## config.mk

```make
export PLATFORM = sky130hd
export DESIGN_NAME = mem_arbiter_flat
export DESIGN_NICKNAME = d
export VERILOG_FILES = /design/src/rtl/mem_arbiter_if.sv /design/src/rtl/mem_arbiter.sv /design/src/flat_wrapper.sv
export SDC_FILE = /design/constraint.sdc
export NUM_CORES = 1
export LEC_CHECK = 0
export ABC_AREA = 1
export BUFFER_PORTS_ARGS = -buffer_cell sky130_fd_sc_hd__buf_4
export CAP_MARGIN = 0
export CORE_AREA = 2 2 103 105
export CTS_CLUSTER_SIZE = 24
export DETAILED_ROUTE_END_ITERATION = 6
export DIE_AREA = 0 0 105 107
export SLEW_MARGIN = 20
export SYNTH_ARGS = -nofsm -noshare
export SYNTH_HDL_FRONTEND = slang
export SYNTH_SLANG_ARGS = --single-unit
```

## constraint.sdc

```tcl
create_clock -name CLK -period 2.3 [get_ports CLK]
set_input_delay 0.46 -clock CLK [delete_from_list [all_inputs] [get_ports CLK]]
set_output_delay 0.46 -clock CLK [all_outputs]
set_load 0.02 [all_outputs]
```

## src/rtl/mem_arbiter_if.sv

```systemverilog
// Cache-side request/response and RAM-side strobe bundle for mem_arbiter.
interface mem_arbiter_if #(
    parameter int unsigned ADDR_W = 32
);
    logic              iREN;
    logic [ADDR_W-1:0] iaddr;
    logic              iwait;
    logic [ADDR_W-1:0] iload;

    logic              dREN;
    logic              dWEN;
    logic [ADDR_W-1:0] daddr;
    logic [ADDR_W-1:0] dstore;
    logic              dwait;
    logic [ADDR_W-1:0] dload;

    logic              ramREN;
    logic              ramWEN;
    logic [ADDR_W-1:0] ramaddr;
    logic [ADDR_W-1:0] ramstore;
    logic [ADDR_W-1:0] ramload;
    logic [1:0]        ramstate;

    // Arbiter side: consumes cache requests and RAM status, drives the rest.
    modport slave (
        input  iREN, iaddr, dREN, dWEN, daddr, dstore, ramload, ramstate,
        output iwait, iload, dwait, dload, ramREN, ramWEN, ramaddr, ramstore
    );

    // Environment side: the two caches plus the RAM.
    modport master (
        output iREN, iaddr, dREN, dWEN, daddr, dstore, ramload, ramstate,
        input  iwait, iload, dwait, dload, ramREN, ramWEN, ramaddr, ramstore
    );
endinterface

```

## src/rtl/mem_arbiter.sv

```systemverilog
// Two-requester RAM arbiter: dcache has priority, icache gets the port after
// DBURST_MAX back-to-back dcache words. Optional transfer/stall counters are
// compiled in with `define MEM_ARB_STATS_EN.
module mem_arbiter #(
    parameter int unsigned DBURST_MAX = 2,
    parameter int unsigned ADDR_W     = 32
) (
    input  logic         CLK,
    input  logic         RST,
    mem_arbiter_if.slave bus
`ifdef MEM_ARB_STATS_EN
    ,
    output logic [31:0]  dxfer_cnt,
    output logic [31:0]  ixfer_cnt,
    output logic [31:0]  stall_cnt
`endif
);
    localparam int unsigned CNT_W     = 2;
    localparam logic [1:0]  RS_ACCESS = 2'd2;
    localparam logic [CNT_W-1:0] CNT_MAX = '1;

    typedef enum logic [1:0] {
        IDLE    = 2'd0,
        SERVE_D = 2'd1,
        SERVE_I = 2'd2
    } state_t;

    state_t           state;
    state_t           state_next;
    logic [CNT_W-1:0] dcnt;

    logic dreq;
    logic access;
    logic d_done;
    logic i_done;
    logic burst_full;

    logic              ren_c;
    logic              wen_c;
    logic [ADDR_W-1:0] addr_c;
    logic [ADDR_W-1:0] store_c;
    logic              iwait_c;
    logic              dwait_c;
    logic [ADDR_W-1:0] iload_c;
    logic [ADDR_W-1:0] dload_c;

    assign dreq       = bus.dREN | bus.dWEN;
    assign access     = (bus.ramstate == RS_ACCESS);
    assign d_done     = (state == SERVE_D) && dreq && access;
    assign i_done     = (state == SERVE_I) && bus.iREN && access;
    assign burst_full = (32'(dcnt) + 32'd1) >= 32'(DBURST_MAX);

    // State register.
    always_ff @(posedge CLK) begin
        if (RST) begin
            state <= IDLE;
        end else begin
            state <= state_next;
        end
    end

    // Next-state: dropped request abandons, completion re-arbitrates, else hold.
    always_comb begin
        state_next = state;
        case (state)
            IDLE: begin
                if (dreq) begin
                    state_next = SERVE_D;
                end else if (bus.iREN) begin
                    state_next = SERVE_I;
                end
            end
            SERVE_D: begin
                if (!dreq) begin
                    state_next = IDLE;
                end else if (access && bus.iREN && burst_full) begin
                    state_next = SERVE_I;
                end
            end
            SERVE_I: begin
                if (!bus.iREN) begin
                    state_next = IDLE;
                end else if (access && dreq) begin
                    state_next = SERVE_D;
                end
            end
            default: state_next = IDLE;
        endcase
    end

    // Outputs: route the granted requester to RAM, release wait on ACCESS.
    always_comb begin
        ren_c   = 1'b0;
        wen_c   = 1'b0;
        addr_c  = '0;
        store_c = '0;
        iwait_c = 1'b1;
        dwait_c = 1'b1;
        iload_c = '0;
        dload_c = '0;
        case (state)
            SERVE_D: begin
                wen_c   = bus.dWEN;
                ren_c   = bus.dREN & ~bus.dWEN;
                addr_c  = bus.daddr;
                store_c = bus.dstore;
                if (d_done) begin
                    dwait_c = 1'b0;
                    dload_c = bus.ramload;
                end
            end
            SERVE_I: begin
                ren_c  = bus.iREN;
                addr_c = bus.iaddr;
                if (i_done) begin
                    iwait_c = 1'b0;
                    iload_c = bus.ramload;
                end
            end
            default: begin
            end
        endcase
    end

    assign bus.ramREN   = ren_c;
    assign bus.ramWEN   = wen_c;
    assign bus.ramaddr  = addr_c;
    assign bus.ramstore = store_c;
    assign bus.iwait    = iwait_c;
    assign bus.dwait    = dwait_c;
    assign bus.iload    = iload_c;
    assign bus.dload    = dload_c;

    // Burst counter: counts dcache words, cleared whenever dcache loses the grant.
    always_ff @(posedge CLK) begin
        if (RST) begin
            dcnt <= '0;
        end else if (state_next != SERVE_D) begin
            dcnt <= '0;
        end else if (d_done && (32'(dcnt) < 32'(DBURST_MAX)) && (dcnt != CNT_MAX)) begin
            dcnt <= dcnt + CNT_W'(1);
        end
    end

`ifdef MEM_ARB_STATS_EN
    // Completed-transfer and icache stall counters, wrapping modulo 2^32.
    always_ff @(posedge CLK) begin
        if (RST) begin
            dxfer_cnt <= '0;
            ixfer_cnt <= '0;
            stall_cnt <= '0;
        end else begin
            if (d_done) begin
                dxfer_cnt <= dxfer_cnt + 32'd1;
            end
            if (i_done) begin
                ixfer_cnt <= ixfer_cnt + 32'd1;
            end
            if ((state == SERVE_D) && bus.iREN) begin
                stall_cnt <= stall_cnt + 32'd1;
            end
        end
    end
`endif
endmodule

```

## src/flat_wrapper.sv

```systemverilog
// flat-port wrapper written by rule: the top's interface ports become plain ports
module mem_arbiter_flat 
#(
    parameter int unsigned DBURST_MAX = 2,
    parameter int unsigned ADDR_W     = 32
)
  (CLK, RST, bus_iREN, bus_iaddr, bus_dREN, bus_dWEN, bus_daddr, bus_dstore, bus_ramload, bus_ramstate, bus_iwait, bus_iload, bus_dwait, bus_dload, bus_ramREN, bus_ramWEN, bus_ramaddr, bus_ramstore);
  mem_arbiter_if #(.ADDR_W(ADDR_W)) bus_i ();
  input  logic CLK;
  input  logic RST;
  input wire logic [$bits(bus_i.iREN)-1:0] bus_iREN;
  input wire logic [$bits(bus_i.iaddr)-1:0] bus_iaddr;
  input wire logic [$bits(bus_i.dREN)-1:0] bus_dREN;
  input wire logic [$bits(bus_i.dWEN)-1:0] bus_dWEN;
  input wire logic [$bits(bus_i.daddr)-1:0] bus_daddr;
  input wire logic [$bits(bus_i.dstore)-1:0] bus_dstore;
  input wire logic [$bits(bus_i.ramload)-1:0] bus_ramload;
  input wire logic [$bits(bus_i.ramstate)-1:0] bus_ramstate;
  output wire logic [$bits(bus_i.iwait)-1:0] bus_iwait;
  output wire logic [$bits(bus_i.iload)-1:0] bus_iload;
  output wire logic [$bits(bus_i.dwait)-1:0] bus_dwait;
  output wire logic [$bits(bus_i.dload)-1:0] bus_dload;
  output wire logic [$bits(bus_i.ramREN)-1:0] bus_ramREN;
  output wire logic [$bits(bus_i.ramWEN)-1:0] bus_ramWEN;
  output wire logic [$bits(bus_i.ramaddr)-1:0] bus_ramaddr;
  output wire logic [$bits(bus_i.ramstore)-1:0] bus_ramstore;
  assign bus_i.iREN = bus_iREN;
  assign bus_i.iaddr = bus_iaddr;
  assign bus_i.dREN = bus_dREN;
  assign bus_i.dWEN = bus_dWEN;
  assign bus_i.daddr = bus_daddr;
  assign bus_i.dstore = bus_dstore;
  assign bus_i.ramload = bus_ramload;
  assign bus_i.ramstate = bus_ramstate;
  assign bus_iwait = bus_i.iwait;
  assign bus_iload = bus_i.iload;
  assign bus_dwait = bus_i.dwait;
  assign bus_dload = bus_i.dload;
  assign bus_ramREN = bus_i.ramREN;
  assign bus_ramWEN = bus_i.ramWEN;
  assign bus_ramaddr = bus_i.ramaddr;
  assign bus_ramstore = bus_i.ramstore;
  mem_arbiter #(.DBURST_MAX(DBURST_MAX), .ADDR_W(ADDR_W)) u_core (.CLK(CLK), .RST(RST), .bus(bus_i));
endmodule
```

==> out/qor.csv <==
stage;metric;value;unit
outcome;status;completed;
synthesis;synthMuxAreaShare;0;%
clocking;tritoncts;yes;
synthesis;synth_top_cell_by_area;nand2_1;
setup_path;worstReg2RegStart;u_core.state[1]$_SDFF_PP0_;
setup_path;crit_path_top_delay_cell;dfxtp_1;
cells_and_area;multi_input_comb_area;1090;µm²
detailed_routing;vias_per_cell;3.92;
pwr;p_sw;381;µW
floorplanning;coreArea;10100;µm²
detailed_routing;wl;8030;µm
detailed_routing;vias;2872;
clocking;cts_root_buf;clkbuf_8;
floorplanning;die_h;107;µm
pwr;internal_power;502;µW
clocking;cts-htree-levels;1;
timing;setup_viol;0;
synthesis;synthCells;342;
clocking;clock_sinks;4;
timing;hold_viol;0;
synthesis;synthArstFlopShare;0;%
setup_path;crit_path_start_kind;register;
synthesis;syn_area_per_cell;4.66;µm²
floorplanning;start_util;15.8;%
synthesis;synthXorXnorAreaFrac;0;%
global_routing;grtUsageTotal;12.9;%
pwr;p_per_area;234;nW/µm²
clocking;insertion_delay;0.21;ns
global_routing;grt_pass1_vias;2684;
pwr;cellLeakagePower;0.00235;µW
cells_and_area;layout-drive-gt1-share;52.3;%
floorplanning;ios;267;
timing;layout_min_cycle_time;2.19;ns
timing;rsz0062_at_grt;false;
synthesis;synth_top_family_by_area;simple AND/OR/NAND/NOR gates;
worst_hold_path;hold_depth;2;
setup_path;rrSetupSlack;0.73;ns
setup_path;critPathMaxStageDelay;0.32;ns
cells_and_area;syn_to_final_growth;137;%
detailed_routing;route.detailed.drc;0;
setup_path;cp.arrival;1.73;ns
synthesis;synth_fa_ha_area_share;4.71;%
placement;gp_congestion;0.927;
detailed_routing;drtIter0Drc;108;
timing;tns;0;ns
clocking;clkTransAtPathRegs;0.03;ns
pwr;vdd_drop_max;0.105;mV
global_routing;grt_max_degree;69;
setup_path;critPathKind;register to output port;
pwr;seqPwrFrac;8.6;%
synthesis;synth_area_leaders;nand2_1 26%, inv_1 18%, nor2_2 12%;
timing;worst_pin_slew;0.318;ns
synthesis;synth_flop_cell;dfxtp_1;
clocking;hold_buffers;0;
floorplanning;dieArea;11200;µm²
synthesis;synthSimpleGateAreaFrac;52.8;%
synthesis;syn_nets;483;
setup_path;cp_data_required_time;1.84;ns
cells_and_area;n_fill_cell;1117;
timing;maxSlewViolCount;0;
floorplanning;die_w;105;µm
cells_and_area;final_util;37.4;%
synthesis;ys_ff_latch;4;
global_routing;grt-ovfl-total;0;
synthesis;syn_area;1590;µm²
floorplanning;rows;37;
placement;dp.cells;729;
synthesis;synth.most_common_cell;nand2_1;
setup_path;startpoint;u_core.state[1]$_SDFF_PP0_;
placement;io_buffers;266;
setup_path;crit_fanout;68;
timing;slew_headroom;78.8;%
detailed_routing;firstDrtPassIters;4;
global_routing;grt_pass1_wl;12100;µm
timing;fin_worst_skew;0.00158;ns
pwr;netSwitchingFraction;43.1;%
flow_run;max_cap_violations;0;
clocking;cts_resized;0;
worst_hold_path;worst_hold_path_type;input pin to register;
detailed_routing;wl_per_cell;11.0;µm
synthesis;yosysTopAreaCellShare;26.4;%
setup_path;r2r_cells;9;
synthesis;yosysSeqAreaShare;5.03;%
clocking;cts_buffer_depth;2;
detailed_routing;ant_nets;0;
timing;finalCritPeriodShare;95.4;%
timing;max_freq;0.456;GHz
synthesis;synth_compound_area_share;11.0;%
setup_path;cp-end-kind;output port;
synthesis;synth_cell_types;19;
setup_path;cp_cell_sequence;inv_1, ha_2, buf_12, nand2_1, a21oi_1, buf_4;
cells_and_area;insertedDiodeCount;0;
clocking;postCtsSetupBuffers;0;
synthesis;synthTopCellsByCount;112 x nand2_1, 76 x inv_1, 43 x nor2_1;
synthesis;yosys_warnings;0;
placement;dp_hpwl;6800;µm
cells_and_area;nets;739;
cells_and_area;final_cells;732;
pwr;p_clk_share;16.3;%
clocking;numCtsBuffers;3;
pwr;pwr-share-comb;75.0;%
cells_and_area;seq_area;80.1;µm²
setup_path;r2r_end;u_core.dcnt[1]$_SDFFE_PP0P_;
setup_path;crit_end;bus_ramaddr[25];
global_routing;antenna_found_initial;0;
synthesis;synth-edff-count;0;
cells in the final DEF (no fill, tap or decap):
cell type  count
o21ai_0        1
buf_12         4
nor2_2        30
inv_2          3
nor3_1         1
dfxtp_1        4
clkbuf_8       3
inv_1         76
nand2_1      112
and2_1         1
nand2_2        2
nor2_4         1
nor2_1        43
nand4_1        1
buf_4        268
nand3_1        6
ha_1           5
ha_2           1
a21oi_1       34
registers in the layout, indices dropped and copies added (netlist names):
name and cells:
u_core.state 2, u_core.dcnt 2
per-stage QoR:
| stage | total power (µW) | hold WS [ns] | area [µm²] | worst slack [ns] |
|---|---|---|---|---|
| floorplan | 388 | 0.532 | 1590 | 0.411 |
| global placement | 733 | 0.559 | 3730 | 0.363 |
| detailed placement | 742 | 0.569 | 3730 | 0.330 |
| CTS | 891 | 0.419 | 3770 | 0.149 |
| global route | 944 | 0.436 | 3770 | 0.0472 |
| finish | 883 | 0.421 | 3770 | 0.106 |
critical path: cells and delay by family, from the launching register on:
family                   cells  cell delay (ns)
AO/OA/AOI/OAI                1             0.24
adder cells (fa/ha/maj)      1             0.24
buffers and inverters        3             0.59
flip-flops                   1             0.32
AND/OR/NAND/NOR              1             0.09
metal layers:
layer  GRT usage (%)  vias up  part of all wire, %
li1                -     1484                    -
met1            13.2     1231                   36
met2            24.9      147                   52
met3            3.77       10                  9.9
met4            4.00        0                  1.5
met5               0        -                    0
worst min-delay path by stage:
stage / start / endpoint / slack, ns
2_1_floorplan: u_core.dcnt[0]$_SDFFE_PP0P_ / u_core.dcnt[0]$_SDFFE_PP0P_ / 0.53
3_3_place_gp: u_core.dcnt[0]$_SDFFE_PP0P_ / u_core.dcnt[0]$_SDFFE_PP0P_ / 0.56
3_5_place_dp: u_core.dcnt[0]$_SDFFE_PP0P_ / u_core.dcnt[0]$_SDFFE_PP0P_ / 0.57
4_1_cts: RST / u_core.state[1]$_SDFF_PP0_ / 0.42
5_1_grt: RST / u_core.state[1]$_SDFF_PP0_ / 0.44
6_report: RST / u_core.state[1]$_SDFF_PP0_ / 0.42
kinds of logic after synthesis:
kind of cell    Yosys count
flops                     4
buf+inv                 100
simple gates            197
compound gates           35
fa+ha+maj                 6
power groups by stage:
stage	registers (µW)	logic (µW)	clock network (µW)
final	76.3	662	144
after floorplan	76.3	312	0
after global routing	76.5	717	150
after CTS	76.2	666	149
after detailed placement	77.1	664	0
after global placement	76.7	656	0
final cells by class:
type / count / area share (%)
clock buffer: 3 / 1.09
inverter: 79 / 7.86
multi-input combinational: 238 / 29.0
sequential: 4 / 2.12
tap: 136 / 4.51
timing repair buffer: 272 / 55.4
Note: power is estimated with default switching activity, not from simulation.
